File: config.mk
export PLATFORM = sky130hd
export DESIGN_NAME = axi_dma_ctrl_2d_flat
export DESIGN_NICKNAME = d
export VERILOG_FILES = /design/src/rtl/axi_dma_ctrl_2d_pkg.sv /design/src/rtl/axi_dma_ctrl_2d_if.sv /design/src/rtl/axi_dma_ctrl_2d_seq.sv /design/src/rtl/axi_dma_ctrl_2d.sv /design/src/flat_wrapper.sv
export SDC_FILE = /design/constraint.sdc
export NUM_CORES = 1
export LEC_CHECK = 0
export ABC_AREA = 1
export CAP_MARGIN = 10
export CORE_MARGIN = 3
export CORE_UTILIZATION = 40
export DETAILED_ROUTE_END_ITERATION = 10
export HOLD_SLACK_MARGIN = 0.03
export PLACE_DENSITY = 0.6
export SYNTH_ARGS = -nofsm -noshare
export SYNTH_HDL_FRONTEND = slang
export SYNTH_SLANG_ARGS = --single-unit
File: constraint.sdc
create_clock -name clk -period 8.9 [get_ports clk]
set_input_delay 1.78 -clock clk [delete_from_list [all_inputs] [get_ports clk]]
set_output_delay 1.78 -clock clk [all_outputs]
set_load 0.1 [all_outputs]
File: src/rtl/axi_dma_ctrl_2d_pkg.sv
// axi_dma_pkg: shared channel state encoding and default parameter values for the 2D DMA controller
package axi_dma_pkg;
    localparam int DEF_AXI_WIDTH_AD = 32;
    localparam int DEF_BIT_TRANS    = 18;
    localparam int DEF_IDX_W        = 16;
    localparam int DEF_BLK_SHIFT    = 6;
    localparam int DEF_BEAT_SHIFT   = 2;
    typedef enum logic [2:0] {ST_IDLE, ST_REQ, ST_WAIT, ST_SYNC, ST_DONE} state_t;
endpackage

File: src/rtl/axi_dma_ctrl_2d_if.sv
// axi_dma_ctrl_2d_if: request/done handshake between the 2D DMA controller (master) and the AXI master engine (slave)
interface axi_dma_ctrl_2d_if import axi_dma_pkg::*; #(
    parameter int AXI_WIDTH_AD = DEF_AXI_WIDTH_AD,
    parameter int BIT_TRANS    = DEF_BIT_TRANS
);
    logic                    o_ctrl_read;
    logic [AXI_WIDTH_AD-1:0] o_read_addr;
    logic                    o_ctrl_read_done;
    logic                    o_busy_rd;
    logic                    i_read_done;
    logic                    o_ctrl_write;
    logic [AXI_WIDTH_AD-1:0] o_write_addr;
    logic [BIT_TRANS-1:0]    o_write_data_cnt;
    logic                    o_ctrl_write_done;
    logic                    o_busy_wr;
    logic                    i_write_done;
    logic                    i_indata_req_wr;
    modport master (
        output o_ctrl_read, o_read_addr, o_ctrl_read_done, o_busy_rd,
        output o_ctrl_write, o_write_addr, o_write_data_cnt, o_ctrl_write_done, o_busy_wr,
        input  i_read_done, i_write_done, i_indata_req_wr
    );
    modport slave (
        input  o_ctrl_read, o_read_addr, o_ctrl_read_done, o_busy_rd,
        input  o_ctrl_write, o_write_addr, o_write_data_cnt, o_ctrl_write_done, o_busy_wr,
        output i_read_done, i_write_done, i_indata_req_wr
    );
endinterface

File: src/rtl/axi_dma_ctrl_2d_seq.sv
// dma_ch_seq: one channel's block/row walk over a 2D region with latched config, abort and block address generation
module dma_ch_seq import axi_dma_pkg::*; #(
    parameter int AXI_WIDTH_AD = DEF_AXI_WIDTH_AD,
    parameter int IDX_W        = DEF_IDX_W,
    parameter int BLK_SHIFT    = DEF_BLK_SHIFT
) (
    input  logic                    clk,
    input  logic                    rstn,
    input  logic                    i_start,
    input  logic                    i_abort,
    input  logic                    i_done,
    input  logic [AXI_WIDTH_AD-1:0] i_base,
    input  logic [AXI_WIDTH_AD-1:0] i_stride,
    input  logic [IDX_W-1:0]        i_blks,
    input  logic [IDX_W-1:0]        i_rows,
    output logic                    o_req,
    output logic                    o_seq_done,
    output state_t                  o_state,
    output logic [AXI_WIDTH_AD-1:0] o_addr
);
    state_t                  r_state;
    logic [IDX_W-1:0]        r_blks, r_rows, r_blk, r_row;
    logic [AXI_WIDTH_AD-1:0] r_stride, r_row_base;
    logic                    r_req, r_done;
    logic                    w_last_blk, w_last_row;

    assign w_last_blk = r_blk == r_blks - IDX_W'(1);
    assign w_last_row = r_row == r_rows - IDX_W'(1);

    always_ff @(posedge clk or negedge rstn)
        if (!rstn) begin
            r_state    <= ST_IDLE;
            r_req      <= 1'b0;
            r_done     <= 1'b0;
            r_blks     <= '0;
            r_rows     <= '0;
            r_blk      <= '0;
            r_row      <= '0;
            r_stride   <= '0;
            r_row_base <= '0;
        end else if (i_abort) begin
            r_state    <= ST_IDLE;
            r_req      <= 1'b0;
            r_done     <= 1'b0;
            r_blk      <= '0;
            r_row      <= '0;
            r_row_base <= '0;
        end else begin
            case (r_state)
                ST_IDLE: if (i_start) begin
                    r_blks     <= i_blks;
                    r_rows     <= i_rows;
                    r_stride   <= i_stride;
                    r_row_base <= i_base;
                    r_blk      <= '0;
                    r_row      <= '0;
                    // an empty region completes without issuing any request
                    r_state    <= (i_blks == '0 || i_rows == '0) ? ST_DONE : ST_REQ;
                    r_done     <= i_blks == '0 || i_rows == '0;
                    r_req      <= i_blks != '0 && i_rows != '0;
                end
                ST_REQ: begin
                    r_state <= ST_WAIT;
                    r_req   <= 1'b0;
                end
                ST_WAIT: if (i_done) begin
                    if (w_last_blk && w_last_row) begin
                        r_state <= ST_DONE;
                        r_done  <= 1'b1;
                    end else begin
                        r_state <= ST_SYNC;
                        r_blk   <= w_last_blk ? '0 : r_blk + IDX_W'(1);
                        if (w_last_blk) begin
                            r_row      <= r_row + IDX_W'(1);
                            r_row_base <= r_row_base + r_stride;
                        end
                    end
                end
                ST_SYNC: begin
                    r_state <= ST_REQ;
                    r_req   <= 1'b1;
                end
                ST_DONE: begin
                    r_state    <= ST_IDLE;
                    r_done     <= 1'b0;
                    r_blk      <= '0;
                    r_row      <= '0;
                    r_row_base <= '0;
                end
                default: r_state <= ST_IDLE;
            endcase
        end

    assign o_req      = r_req;
    assign o_seq_done = r_done;
    assign o_state    = r_state;
    assign o_addr     = r_row_base + (AXI_WIDTH_AD'(r_blk) << BLK_SHIFT);
endmodule

File: src/rtl/axi_dma_ctrl_2d.sv
// axi_dma_ctrl_2d: independent read/write 2D block request sequencers plus the write beat counter and beat address offset
module axi_dma_ctrl_2d import axi_dma_pkg::*; #(
    parameter int AXI_WIDTH_AD = DEF_AXI_WIDTH_AD,
    parameter int BIT_TRANS    = DEF_BIT_TRANS,
    parameter int IDX_W        = DEF_IDX_W,
    parameter int BLK_SHIFT    = DEF_BLK_SHIFT,
    parameter int BEAT_SHIFT   = DEF_BEAT_SHIFT
) (
    input  logic                    clk,
    input  logic                    rstn,
    input  logic                    i_start_rd,
    input  logic                    i_start_wr,
    input  logic                    i_abort,
    input  logic [AXI_WIDTH_AD-1:0] i_base_addr_rd,
    input  logic [AXI_WIDTH_AD-1:0] i_base_addr_wr,
    input  logic [IDX_W-1:0]        i_blks_per_row_rd,
    input  logic [IDX_W-1:0]        i_blks_per_row_wr,
    input  logic [IDX_W-1:0]        i_num_rows_rd,
    input  logic [IDX_W-1:0]        i_num_rows_wr,
    input  logic [AXI_WIDTH_AD-1:0] i_row_stride_rd,
    input  logic [AXI_WIDTH_AD-1:0] i_row_stride_wr,
    input  logic [BIT_TRANS-1:0]    i_num_trans,
    axi_dma_ctrl_2d_if.master       bus
);
    state_t                  w_rd_state, w_wr_state;
    logic                    w_rd_req, w_rd_done, w_wr_req, w_wr_done, w_wr_acc;
    logic [AXI_WIDTH_AD-1:0] w_rd_addr, w_wr_addr;
    logic [BIT_TRANS-1:0]    r_cnt;

    dma_ch_seq #(.AXI_WIDTH_AD(AXI_WIDTH_AD), .IDX_W(IDX_W), .BLK_SHIFT(BLK_SHIFT)) u_rd (
        .clk(clk), .rstn(rstn), .i_start(i_start_rd), .i_abort(i_abort), .i_done(bus.i_read_done),
        .i_base(i_base_addr_rd), .i_stride(i_row_stride_rd), .i_blks(i_blks_per_row_rd), .i_rows(i_num_rows_rd),
        .o_req(w_rd_req), .o_seq_done(w_rd_done), .o_state(w_rd_state), .o_addr(w_rd_addr)
    );

    dma_ch_seq #(.AXI_WIDTH_AD(AXI_WIDTH_AD), .IDX_W(IDX_W), .BLK_SHIFT(BLK_SHIFT)) u_wr (
        .clk(clk), .rstn(rstn), .i_start(i_start_wr), .i_abort(i_abort), .i_done(bus.i_write_done),
        .i_base(i_base_addr_wr), .i_stride(i_row_stride_wr), .i_blks(i_blks_per_row_wr), .i_rows(i_num_rows_wr),
        .o_req(w_wr_req), .o_seq_done(w_wr_done), .o_state(w_wr_state), .o_addr(w_wr_addr)
    );

    assign w_wr_acc = w_wr_state == ST_WAIT && bus.i_write_done;

    // beat index restarts with every block; num_trans==0 pins it at zero
    always_ff @(posedge clk or negedge rstn)
        if (!rstn)
            r_cnt <= '0;
        else if (i_abort || w_wr_req || w_wr_acc || i_num_trans == '0)
            r_cnt <= '0;
        else if (bus.i_indata_req_wr)
            r_cnt <= (r_cnt == i_num_trans - BIT_TRANS'(1)) ? '0 : r_cnt + BIT_TRANS'(1);

    assign bus.o_ctrl_read       = w_rd_req;
    assign bus.o_read_addr       = w_rd_addr;
    assign bus.o_ctrl_read_done  = w_rd_done;
    assign bus.o_busy_rd         = w_rd_state != ST_IDLE;
    assign bus.o_ctrl_write      = w_wr_req;
    assign bus.o_write_addr      = w_wr_addr + (AXI_WIDTH_AD'(r_cnt) << BEAT_SHIFT);
    assign bus.o_write_data_cnt  = r_cnt;
    assign bus.o_ctrl_write_done = w_wr_done;
    assign bus.o_busy_wr         = w_wr_state != ST_IDLE;
endmodule

File: src/flat_wrapper.sv
// flat-port wrapper written by rule: the top's interface ports become plain ports
module axi_dma_ctrl_2d_flat import axi_dma_pkg::*;
#(
    parameter int AXI_WIDTH_AD = DEF_AXI_WIDTH_AD,
    parameter int BIT_TRANS    = DEF_BIT_TRANS,
    parameter int IDX_W        = DEF_IDX_W,
    parameter int BLK_SHIFT    = DEF_BLK_SHIFT,
    parameter int BEAT_SHIFT   = DEF_BEAT_SHIFT
)
  (clk, rstn, i_start_rd, i_start_wr, i_abort, i_base_addr_rd, i_base_addr_wr, i_blks_per_row_rd, i_blks_per_row_wr, i_num_rows_rd, i_num_rows_wr, i_row_stride_rd, i_row_stride_wr, i_num_trans, bus_o_ctrl_read, bus_o_read_addr, bus_o_ctrl_read_done, bus_o_busy_rd, bus_o_ctrl_write, bus_o_write_addr, bus_o_write_data_cnt, bus_o_ctrl_write_done, bus_o_busy_wr, bus_i_read_done, bus_i_write_done, bus_i_indata_req_wr);
  axi_dma_ctrl_2d_if #(.AXI_WIDTH_AD(AXI_WIDTH_AD), .BIT_TRANS(BIT_TRANS)) bus_i ();
  input  logic clk;
  input  logic rstn;
  input  logic i_start_rd;
  input  logic i_start_wr;
  input  logic i_abort;
  input  logic [AXI_WIDTH_AD-1:0] i_base_addr_rd;
  input  logic [AXI_WIDTH_AD-1:0] i_base_addr_wr;
  input  logic [IDX_W-1:0] i_blks_per_row_rd;
  input  logic [IDX_W-1:0] i_blks_per_row_wr;
  input  logic [IDX_W-1:0] i_num_rows_rd;
  input  logic [IDX_W-1:0] i_num_rows_wr;
  input  logic [AXI_WIDTH_AD-1:0] i_row_stride_rd;
  input  logic [AXI_WIDTH_AD-1:0] i_row_stride_wr;
  input  logic [BIT_TRANS-1:0] i_num_trans;
  output wire logic [$bits(bus_i.o_ctrl_read)-1:0] bus_o_ctrl_read;
  output wire logic [$bits(bus_i.o_read_addr)-1:0] bus_o_read_addr;
  output wire logic [$bits(bus_i.o_ctrl_read_done)-1:0] bus_o_ctrl_read_done;
  output wire logic [$bits(bus_i.o_busy_rd)-1:0] bus_o_busy_rd;
  output wire logic [$bits(bus_i.o_ctrl_write)-1:0] bus_o_ctrl_write;
  output wire logic [$bits(bus_i.o_write_addr)-1:0] bus_o_write_addr;
  output wire logic [$bits(bus_i.o_write_data_cnt)-1:0] bus_o_write_data_cnt;
  output wire logic [$bits(bus_i.o_ctrl_write_done)-1:0] bus_o_ctrl_write_done;
  output wire logic [$bits(bus_i.o_busy_wr)-1:0] bus_o_busy_wr;
  input wire logic [$bits(bus_i.i_read_done)-1:0] bus_i_read_done;
  input wire logic [$bits(bus_i.i_write_done)-1:0] bus_i_write_done;
  input wire logic [$bits(bus_i.i_indata_req_wr)-1:0] bus_i_indata_req_wr;
  assign bus_o_ctrl_read = bus_i.o_ctrl_read;
  assign bus_o_read_addr = bus_i.o_read_addr;
  assign bus_o_ctrl_read_done = bus_i.o_ctrl_read_done;
  assign bus_o_busy_rd = bus_i.o_busy_rd;
  assign bus_o_ctrl_write = bus_i.o_ctrl_write;
  assign bus_o_write_addr = bus_i.o_write_addr;
  assign bus_o_write_data_cnt = bus_i.o_write_data_cnt;
  assign bus_o_ctrl_write_done = bus_i.o_ctrl_write_done;
  assign bus_o_busy_wr = bus_i.o_busy_wr;
  assign bus_i.i_read_done = bus_i_read_done;
  assign bus_i.i_write_done = bus_i_write_done;
  assign bus_i.i_indata_req_wr = bus_i_indata_req_wr;
  axi_dma_ctrl_2d #(.AXI_WIDTH_AD(AXI_WIDTH_AD), .BIT_TRANS(BIT_TRANS), .IDX_W(IDX_W), .BLK_SHIFT(BLK_SHIFT), .BEAT_SHIFT(BEAT_SHIFT)) u_core (.clk(clk), .rstn(rstn), .i_start_rd(i_start_rd), .i_start_wr(i_start_wr), .i_abort(i_abort), .i_base_addr_rd(i_base_addr_rd), .i_base_addr_wr(i_base_addr_wr), .i_blks_per_row_rd(i_blks_per_row_rd), .i_blks_per_row_wr(i_blks_per_row_wr), .i_num_rows_rd(i_num_rows_rd), .i_num_rows_wr(i_num_rows_wr), .i_row_stride_rd(i_row_stride_rd), .i_row_stride_wr(i_row_stride_wr), .i_num_trans(i_num_trans), .bus(bus_i));
endmodule
# Word-level counts from Yosys, hierarchy flattened
# Cells that the tools add are included.
word_totals:
  out_inout_bits: 88
  inputBits: 218
  elab_cells: 163
  reg_bits: 284
classes:
  addsub: 15
  muxes: 65
  n_reduce_logical: 40
  eq_ne: 23
  bitwise: 1
ops:
  columns: ["cell", "count"]
  rows:
  - ["2-to-1 mux 32 bit", 10]
  - ["2-to-1 mux 16 bit", 18]
  - ["case mux 16 bit (3 select lines)", 4]
  - ["case mux 32 bit (3 select lines)", 2]
  - ["adder 16 x 1 -> 16 bit (second input constant)", 4]
  - ["adder 32 x 22 -> 32 bit", 2]
  - ["adder 32 bit", 2]
  - ["equality test 16 bit", 4]
  - ["zero test 16 bit", 4]
  - ["nonzero test 16 bit", 4]
  - ["subtractor 16 x 1 -> 16 bit (second input constant)", 4]
  - ["2-to-1 mux 18 bit", 3]
  - ["adder 32 x 20 -> 32 bit", 1]
  - ["2-to-1 mux 3 bit", 10]
  - ["!= test 3 bit (second input constant)", 10]
  - ["case mux 3 bit (4 select lines)", 2]
  - ["adder 18 x 1 -> 18 bit (second input constant)", 1]
  - ["equality test 18 bit", 1]
  - ["zero test 18 bit", 1]
  - ["subtractor 18 x 1 -> 18 bit (second input constant)", 1]
  - ["AND reduction 4 bit", 4]
  - ["nonzero test 4 bit", 4]
  - ["equality test 3 x 2 -> 1 bit (second input constant)", 4]
  - ["2-to-1 mux 1 bit", 12]
  - ["other kinds (12)", 32]

# Longest topological paths before layout
# Gate-level depths: netlist of the first run.
depth:
  word_depth: 7
  mapped_depth: 20
  ltp_nobuf: 19

# By module
# From an unflattened synthesis of the first run, not the netlist that was laid out.
hier_totals:
  cells_unflattened: 4072
  area_unflattened_um2: 26013.7
modules_own_cells:
  columns: ["module", "area_per_inst_um2", "instances", "seq_area_each_um2", "cells_per_inst"]
  rows:
  - ["dma_ch_seq at u_core.u_wr", 11285.8, 1, 3328.2, 1722]
  - ["dma_ch_seq at u_core.u_rd", 11235.8, 1, 3328.2, 1714]
  - ["axi_dma_ctrl_2d", 3492.1, 1, 450.4, 636]

# Worst setup path after synthesis of the first run
# No wires, ideal clock.
synth_path:
  kind: "register -> output"
  from: "reg u_core.r_cnt[5] (netlist: u_core.bus.o_write_data_cnt[5])"
  to: "out bus_o_write_addr[22]"
  slack_ns: 2.551
  required_ns: 7.120
  path_stages_with_launch: 11
  arrival_time_ns: 4.569
  n_path_buf: 0
  path_cell_list: "dfrtp_1 fa_1 ha_1 nand2_1 a21oi_1 nor2_1 o21ai_0 a21boi_0 o21ai_0 a21oi_1 xnor2_1"
synth_between:
  elab_chain_len: 1
synth_lines:
  columns: ["element", "line_no", "source"]
  rows:
  - ["start, declared", "axi_dma_ctrl_2d.sv:28", "logic [BIT_TRANS-1:0] r_cnt;"]
  - ["start signal, assigned", "axi_dma_ctrl_2d.sv:51", "r_cnt <= (r_cnt == i_num_trans - BIT_TRANS'(1)) ? '0 : r_cnt + BIT_TRANS'(1);"]
  - ["adder 32 x 20 -> 32 bit", "axi_dma_ctrl_2d.sv:58", "assign bus.o_write_addr = w_wr_addr + (AXI_WIDTH_AD'(r_cnt) << BEAT_SHIFT);"]
  - ["end, declared", "flat_wrapper.sv:31", "output wire logic [$bits(bus_i.o_write_addr)-1:0] bus_o_write_addr;"]
# No other way between the ends.

# Final worst setup path of the first run
layout_path:
  from: "reg u_core.u_wr.r_blk[12]"
  to: "out bus_o_write_addr[30]"
layout_between:
  elab_chain_len: 2
layout_lines:
  columns: ["element", "line_no", "source"]
  rows:
  - ["start, declared", "axi_dma_ctrl_2d_seq.sv:22", "logic [IDX_W-1:0] r_blks, r_rows, r_blk, r_row;"]
  - ["start signal, assigned", "axi_dma_ctrl_2d_seq.sv:72", "r_blk <= w_last_blk ? '0 : r_blk + IDX_W'(1);"]
  - ["adder 32 x 22 -> 32 bit", "axi_dma_ctrl_2d_seq.sv:97", "assign o_addr = r_row_base + (AXI_WIDTH_AD'(r_blk) << BLK_SHIFT);"]
  - ["adder 32 x 20 -> 32 bit", "axi_dma_ctrl_2d.sv:58", null]
# No other way between the ends.

==> results of run 1 <==
-- registers in the layout, indices dropped and copies added, names as in the netlist --
register and flops:
u_core.u_rd.r_stride 32, u_core.u_wr.r_blk 16, u_core.u_rd.r_rows 16, u_core.u_wr.r_row_base 32, u_core.u_rd.r_row_base 32, u_core.u_rd.o_state 3
u_core.u_wr.o_seq_done 1, u_core.u_rd.o_seq_done 1, u_core.u_rd.r_blk 16, u_core.u_wr.r_rows 16, u_core.u_wr.o_req 1, u_core.u_wr.r_stride 32
u_core.bus.o_write_data_cnt 18, u_core.u_rd.r_blks 16, u_core.u_rd.r_row 16, u_core.u_wr.o_state 3, u_core.u_wr.r_blks 16, u_core.u_wr.r_row 16
u_core.u_rd.o_req 1
-- cell usage after synthesis, drive strengths merged, types with 18 or more instances --
cell and number:
nor4 43, dfrtp 284, nor2 346, clkbuf 63, inv 389, nand3 191, mux2 97, xor2 129
or2 26, o21ai 121, nor3 45, ha 115, a21oi 200, buf 52, xnor2 61, fa 18
nand3b 28, nand2 1143, nand4 165
-- metrics by stage --
step	instances	hold slack (ns)	total power [mW]
after floorplan	3574	0.471	6.23
after global placement	4554	0.495	7.71
after detailed placement	4554	0.500	7.74
after CTS	4618	0.513	9.31
after global routing	4618	0.530	10.0
final	4619	0.516	9.29
-- cells by family after synthesis --
logic type      count (synthesis)
compound gates                368
fa+ha+maj                     133
xor+xnor                      190
flops                         284
buf+inv                       506
mux                            97
simple gates                 1996
-- area by class of cell --
cell class              instances  area share (%)
multi-input cells            2784            52.2
flip-flops and latches        284            24.4
repair buffers                322            11.0
inverters                     391            5.03
clock buffers                  51            3.60
well taps                     773            3.32
clock inverters                13           0.523
diodes                          1         0.00858
-- path summary, 6_finish.rpt --
path | from | endpoint | slack (ns) | depth (start not counted)
min in group asynchronous | rstn | u_core.u_wr.r_stride[22] | 1.19 | 1
hold reg to reg | u_core.u_wr.r_stride[30] | u_core.u_wr.r_stride[30] | 0.52 | 1
hold / removal | u_core.u_wr.r_stride[30] | u_core.u_wr.r_stride[30] | 0.52 | 1
setup reg to reg | u_core.u_rd.r_blks[0] | u_core.u_rd.r_blk[0] | 5.17 | 13
max in group asynchronous | rstn | u_core.u_rd.r_stride[18] | 6.39 | 2
setup / recovery | u_core.u_wr.r_blk[12] | bus_o_write_addr[30] | 2.14 | 9
-- critical path: cells and delay by family (launching register included) --
kind,cells,cell delay [ns]
xor gates and xnor gates,1,0.21
AOI/OAI and AO/OA,1,0.73
adders and majority gates,2,0.84
and+or+nand+nor,4,0.93
DFF,1,0.51
buffers and inverters,1,1.16
-- power by group --
part           total, mW  internal, mW  switching (mW)
logic               5.53          1.75            3.79
registers           2.24          1.72           0.514
clock network       1.52         0.888           0.636
total               9.29          4.36            4.94
-- routing by layer --
layer  vias up  routed length, um
met5         -                 33
li1      12179                  -
met2       667              37300
met1     11230              39300
met4         4               2300
met3       109               4900
==> flow_results.org, run 1 <==
** Status
- Run status :: finished clean

** Synth
- After synthesis, the mean cell area works out to 6.80 um2.
- The portion of synthesized area spent on multiplexers is 4.49%.
- Counting flops and latches in the post-synthesis netlist gives 284.
- Main combinational cell family by area after synthesis :: simple AND/OR/NAND/NOR gates
- For this run, asynchronously set or reset flops after synthesis account for 100%.
- Number of instances in the synthesized netlist :: 3574
- Summing the areas of all compound-gate instances in the mapped netlist gives 8.08% of the synthesized area.
- The most used flip-flop cell after synthesis is dfrtp_1.
- Synth Warn # :: 0
- Top cell type's share of synthesized area :: 29.2%
- Top cells by area in the synthesized netlist :: dfrtp_1 (29%), nand2_1 (18%), ha_1 (5.9%)
- Sequential-to-total area share from yosys stat :: 29.2%
- The synthesized netlist devotes 35.6% of its cell area to simple gates.
- Fraction of the mapped netlist area in adder cells :: 7.40%
- Xor-xnor portion of the synthesized cell area :: 6.85%
- Number of distinct library cell variants in the gate-level netlist after synthesis :: 51
- Yosys top cell by area :: dfrtp_1
- The synthesized netlist occupies a cell area of 24300 um2.
- Synth Net Count :: 3925
- In this run, synthesis inferred 0 flip-flops with an integrated enable.

** Clock tree
- The H-tree generated during clock tree synthesis spans 2 levels.
- Buffers inserted during post-CTS setup optimization :: 0
- Clock latency at the later pin of the worst-skew pair :: 0.59 ns
- After clock tree synthesis, the clock-pin slew on the worst setup and hold paths is 0.06 ns.
- Clock tree synthesis selected as its root buffer the cell clkbuf_16.
- Buffers inserted during clock tree synthesis total 37.
- Hold repair after CTS inserted 0 buffers.
- Number of instances resized during post-cts repair :: 0
- Counting every sink on the clock net gives 284.
- Maximum number of buffers from clock root to sink :: 3
- TritonCTS built the clock tree.

** Critical path
- The worst setup path is launched from a flop.
- Data required time of the critical path :: 7.12 ns
- Worst Setup End Kind :: primary output
- On the worst path, the slowest cell contributes a delay of 1.16 ns.
- The cell that appears most often on the critical path is nand2_1.
- Highest-delay cell along the critical path :: clkdlybuf4s50_1
- Maximum net fanout on the critical path :: 6
- The critical path is of the reg -> out type.
- Data arrival time of the critical path :: 4.98 ns
- Worst-path cell chain :: fa_1 -> ha_1 -> nand2_1 -> nor4_1 -> nand2_1 -> o211ai_1 -> nand3_1 -> xnor2_1 -> clkdlybuf4s50_1

** Die
- Initial standard-cell utilization of the core :: 40.8%
- The die is 252 um tall.
- Placeable Area :: 59600 um2
- Die span in x :: 252 um
- Row generation in the floorplan step produced 89 rows.
- 306 I/O pins were placed.
- DIE AREA :: 63800 um2

** STA
- Setup violations remaining at the end of the flow were counted as 0.
- Headroom to the max-slew limit came out at 21.5%.
- In the post-route analysis, the smallest setup slack over all paths is 2.14 ns.
- Final count of hold timing violations :: 0
- Clk_skew :: 0.0374 ns
- Setup repair after global routing left no endpoint under its margin.
- The max-slew violation total from the final report is 0.
- The clock period could shrink to 6.76 ns.
- Measured slew at the worst slew-check pin :: 1.17 ns
- Final clock period utilization by the worst path :: 76.0%
- Based on the critical path, the design can be clocked at up to 0.148 GHz.
- Fin Setup TNS :: 0 ns

** Placed design
- Once placement finished, the instance area stood at 28000 um2.
- GP Congestion :: 0.964
- Port Buffer Count :: 305
- Before CTS, the worst setup slack after placement is 2.81 ns.
- Detailed placement ended at an HPWL of 64.6 mm.

** Global route
- Maximum number of pins on one net before global-route repair :: 144
- Vias in the first global route :: 22861
- For met1 alone, demand over resource in global routing was 37.1%.
- Met2 routing resource usage after global routing :: 40.5%
- met2 is the most crowded layer.
- For this run the aggregate overflow at the end of global routing stands at 0.
- The initial antenna violation count was 3.
- The first global-routing pass estimated 130 mm of wire.
- Met3 capacity usage during global routing :: 3.49%
- For this run, the total global-route usage over all layers was measured as 25.8%.

** Layout
- Top library cells by usage in the layout, fill and taps aside :: nand2_1 (1141), inv_1 (367), nor2_1 (331)
- Seq. cell area :: 7110 um2
- In the final layout, the multi-input gates occupy 15200 um2.
- The filler cells instantiated in the layout total 6128.
- For this run, the share of the core covered by cells in the final layout is 49.0%.
- Finished layout cell area :: 29200 um2
- Most common library cell in the layout ignoring fill and taps :: nand2_1
- Cells with a size suffix above 1 make up 6.61% of the layout.
- Final layout net count :: 4171
- The area growth from synthesis to layout is 20.0%.

** Route
- 1st-pass router iterations :: 5
- Routed wire length :: 83.8 mm
- Residual DRC count :: 0
- Summing over every cut layer, the via total after detailed routing is 24189.
- Average wire per cell in the routed design :: 18.1 um
- The detailed router finished its first iteration with 1875 violations.
- Final ANT Viol Nets :: 0
- In the routed layout, each cell is associated on average with a via count of 5.24.

** Run
- Max_cap viols :: 0

** Power and ir drop
- Pwr/cell area :: 319 nW/um2
- Leakage power :: 14.1 nW
- Peak supply drop :: 273 uV

** Min path
- Worst Hold Class :: reg -> reg
Power figures use the tool's default switching activity.
==> run 2: changes to the inputs <==
--- a/config.mk
+++ b/config.mk
@@ -11,7 +11,7 @@
 export CORE_UTILIZATION = 40
 export DETAILED_ROUTE_END_ITERATION = 10
 export HOLD_SLACK_MARGIN = 0.03
-export PLACE_DENSITY = 0.6
+export PLACE_DENSITY = 0.62
 export SYNTH_ARGS = -nofsm -noshare
 export SYNTH_HDL_FRONTEND = slang
 export SYNTH_SLANG_ARGS = --single-unit
==> constraint.sdc (replaced) <==
create_clock -name clk -period 5.55 [get_ports clk]
set_input_delay 1.11 -clock clk [delete_from_list [all_inputs] [get_ports clk]]
set_output_delay 1.11 -clock clk [all_outputs]
set_load 0.1 [all_outputs]
==> flow_results.org, run 2 (synthesis results as in run 1) <==
** STA
- For the final database, setup skew stands at 0.0404 ns.
- Across all setup checks in the final design, the least slack found is 0.356 ns.
- Number of max-slew violations in the final report :: 0
- Setup repair after global routing left no endpoint under its margin.
- Final setup viols :: 0
- Hold is met by 0.496 ns.
- Measured slew at the worst slew-check pin :: 1.14 ns
- Static timing analysis puts the maximum clock frequency at 0.193 GHz.
- Fin Setup TNS :: 0 ns
- Final clock period utilization by the worst path :: 93.6%
- Worst rel slew slack :: 23.5%
- The number of failing hold endpoints at the final stage was 0.
- Subtracting the final worst setup slack from the clock period gives 5.19 ns.

** Clock tree
- Cell chosen for the clock root :: clkbuf_16
- TritonCTS built the clock tree.
- Maximum number of buffers from clock root to sink :: 3
- Clock net sink count :: 284
- H-Tree Depth :: 2
- Clock latency at the later pin of the worst-skew pair :: 0.58 ns
- Buffers inserted during post-CTS setup optimization :: 0
- Clock tree synthesis inserted a total of 37 buffers.
- Count of hold-fix buffers inserted at cts :: 0
- Gates resized during post-CTS repair numbered 0.
- Clock-pin slew was measured on the worst setup and hold paths at 0.06 ns.

** Route
- The first routing iteration left 1966 violations.
- Dividing the detail-routed wire length by the instance count gives 17.8 um.
- Final ANT Viol Nets :: 0
- 1st-pass router iterations :: 5
- Dividing the detail-routed via count by the number of cells gives 5.25.
- After detailed routing, the number of remaining DRC violations is 0.
- Routed wire length :: 82.5 mm
- Vias :: 24285

** Critical path
- The worst register-to-register path has a setup slack of 1.60 ns.
- The slowest stage of the critical path belongs to the cell o211ai_1.
- The worst setup path is launched from a flop.
- Critical path class :: reg -> out
- Critical register-to-register path startpoint :: u_core.u_wr.r_rows[0]
- Delay of the slowest critical-path stage :: 0.70 ns
- Data required time of the critical path :: 4.44 ns
- The most numerous cell type found on the critical path is nand2_1.
- Worst-path cell chain :: fa_1 -> ha_1 -> nand2_1 -> nor4_1 -> nand2_1 -> o211ai_1 -> nand3_1 -> xnor2_1 -> buf_4
- Worst Setup End Kind :: primary output
- Data arrival time of the critical path :: 4.08 ns
- In this run the critical register-to-register path is captured at u_core.u_wr.r_blk[11].
- The number of cells on the worst reg-to-reg path is 15.
- Maximum net fanout on the critical path :: 6

** Layout
- The multi-input combinational cells in the finished layout cover a total of 15200 um2.
- The net count of the finished layout is 4175.
- After filler insertion, the fill cell instance count of the layout stands at 6052.
- Fraction of final layout cells sized beyond drive strength 1 :: 7.87%
- Most common library cell in the layout ignoring fill and taps :: nand2_1
- In the final layout, flip-flops and latches occupy 7110 um2.
- Relative to the synthesized area, the layout overhead comes to 20.1%.
- Top library cells by usage in the layout, fill and taps aside :: nand2_1 (1141), inv_1 (367), nor2_1 (331)
- Leaving out filler cells and counting taps, the final layout contains 4627.

** Min path
- The path with the worst hold slack has its endpoint at u_core.u_rd.o_seq_done.
- Beginning of the worst hold path :: u_core.u_rd.o_seq_done
- Number of cells on the worst hold path :: 2
- Worst Hold Class :: reg -> reg

** Die
- From bottom edge to top edge, the die measures 252 um.
- Die span in x :: 252 um
- Initial standard-cell utilization of the core :: 40.8%
- The floorplan has 89 rows.
- Placeable Area :: 59600 um2
- For this design the top-level I/O count stands at 306.
- The die covers 63800 um2.

** Placed design
- Detailed Place HPWL :: 64.4 mm
- After detailed placement, the design holds a cell count of 4558.
- The congestion estimate from routability-driven global placement came to 0.969.
- In this run the tool buffered the top-level ports with 305 buffer cells.
- Prior to clock tree synthesis, the placed netlist has a worst setup slack of 0.996 ns.

** Global route
- Vias in the first global route :: 23047
- The first global-routing pass estimated 128 mm of wire.
- Summed over all layers, the global routing overflow is 0.
- The initial antenna violation count is 3.
- For this run, the total global-route usage over all layers was measured as 25.4%.
- Maximum number of pins on one net before global-route repair :: 106

** Power and ir drop
- Overall power consumption :: 15.0 mW
- The worst-case IR drop observed on VDD is 425 uV.
- Dividing total power by cell area gives a power density of 513 nW/um2.
- The analysis attributes to cell leakage a power of 14.2 nW.

** Run
- Max_cap viols :: 0

** Status
- Run status :: finished clean
[run 2: cell types whose count changed in the layout (fill, tap and decap cells not counted)]
cell,delta
clkinv_4,+2
buf_4,+39
xnor2_1,-2
clkbuf_1,-4
xnor2_2,+2
buf_12,+1
clkdlybuf4s50_1,-36
diode_2,+1
clkbuf_8,+2
clkinv_2,+3
[run 2: how the worst max path moves through the flow]
stage	startpoint	depth (start not counted)	to	slack, ns
global route	u_core.u_wr.r_blk[13]	9	bus_o_write_addr[31]	0.16
finish	u_core.u_wr.r_blk[13]	9	bus_o_write_addr[30]	0.36
global placement	u_core.u_wr.r_blk[13]	9	bus_o_write_addr[30]	1.00
CTS	u_core.u_wr.r_blk[13]	9	bus_o_write_addr[30]	0.33
floorplan	u_core.bus.o_write_data_cnt[17]	8	bus_o_write_addr[31]	0.04
detailed placement	u_core.u_wr.r_blk[13]	9	bus_o_write_addr[30]	1.0
[run 2: power by group]
group	switching (mW)	internal [mW]	total (mW)
combinational	6.10	2.79	8.89
sequential	0.850	2.76	3.61
clock	1.02	1.45	2.48
[run 2: routing by layer]
metal	up-vias	track usage (%)	part of all wire, %
li1	12174	-	-
met1	11263	36.3	47
met2	710	39.0	43
met3	136	4.02	6.1
met4	2	9.13	3.6
met5	-	0	0.024
[run 2: layout make-up]
type                       instances  area share (%)
antenna                            2          0.0172
clock buffer                      49            3.64
clock inverter                    18           0.635
inverter                         391            5.03
multi-input combinational       2784            52.2
sequential                       284            24.4
tap                              773            3.31
timing repair buffer             326            10.8
[run 2: stage by stage]
stage	utilization, %	instance area, um2
after floorplan	-	24300
after global routing	49.0	29200
after CTS	49.0	29200
after detailed placement	46.9	27900
final	49.0	29200
after global placement	46.9	27900
[run 2: critical path: cells and delay by family, from the launching register on]
family                     cells  cell delay [ns]
AOI/OAI and AO/OA              1             0.70
xor gates and xnor gates       1             0.21
adders and majority gates      2             0.87
buffers and inverters          1             0.32
DFF                            1             0.52
and+or+nand+nor                4             0.88
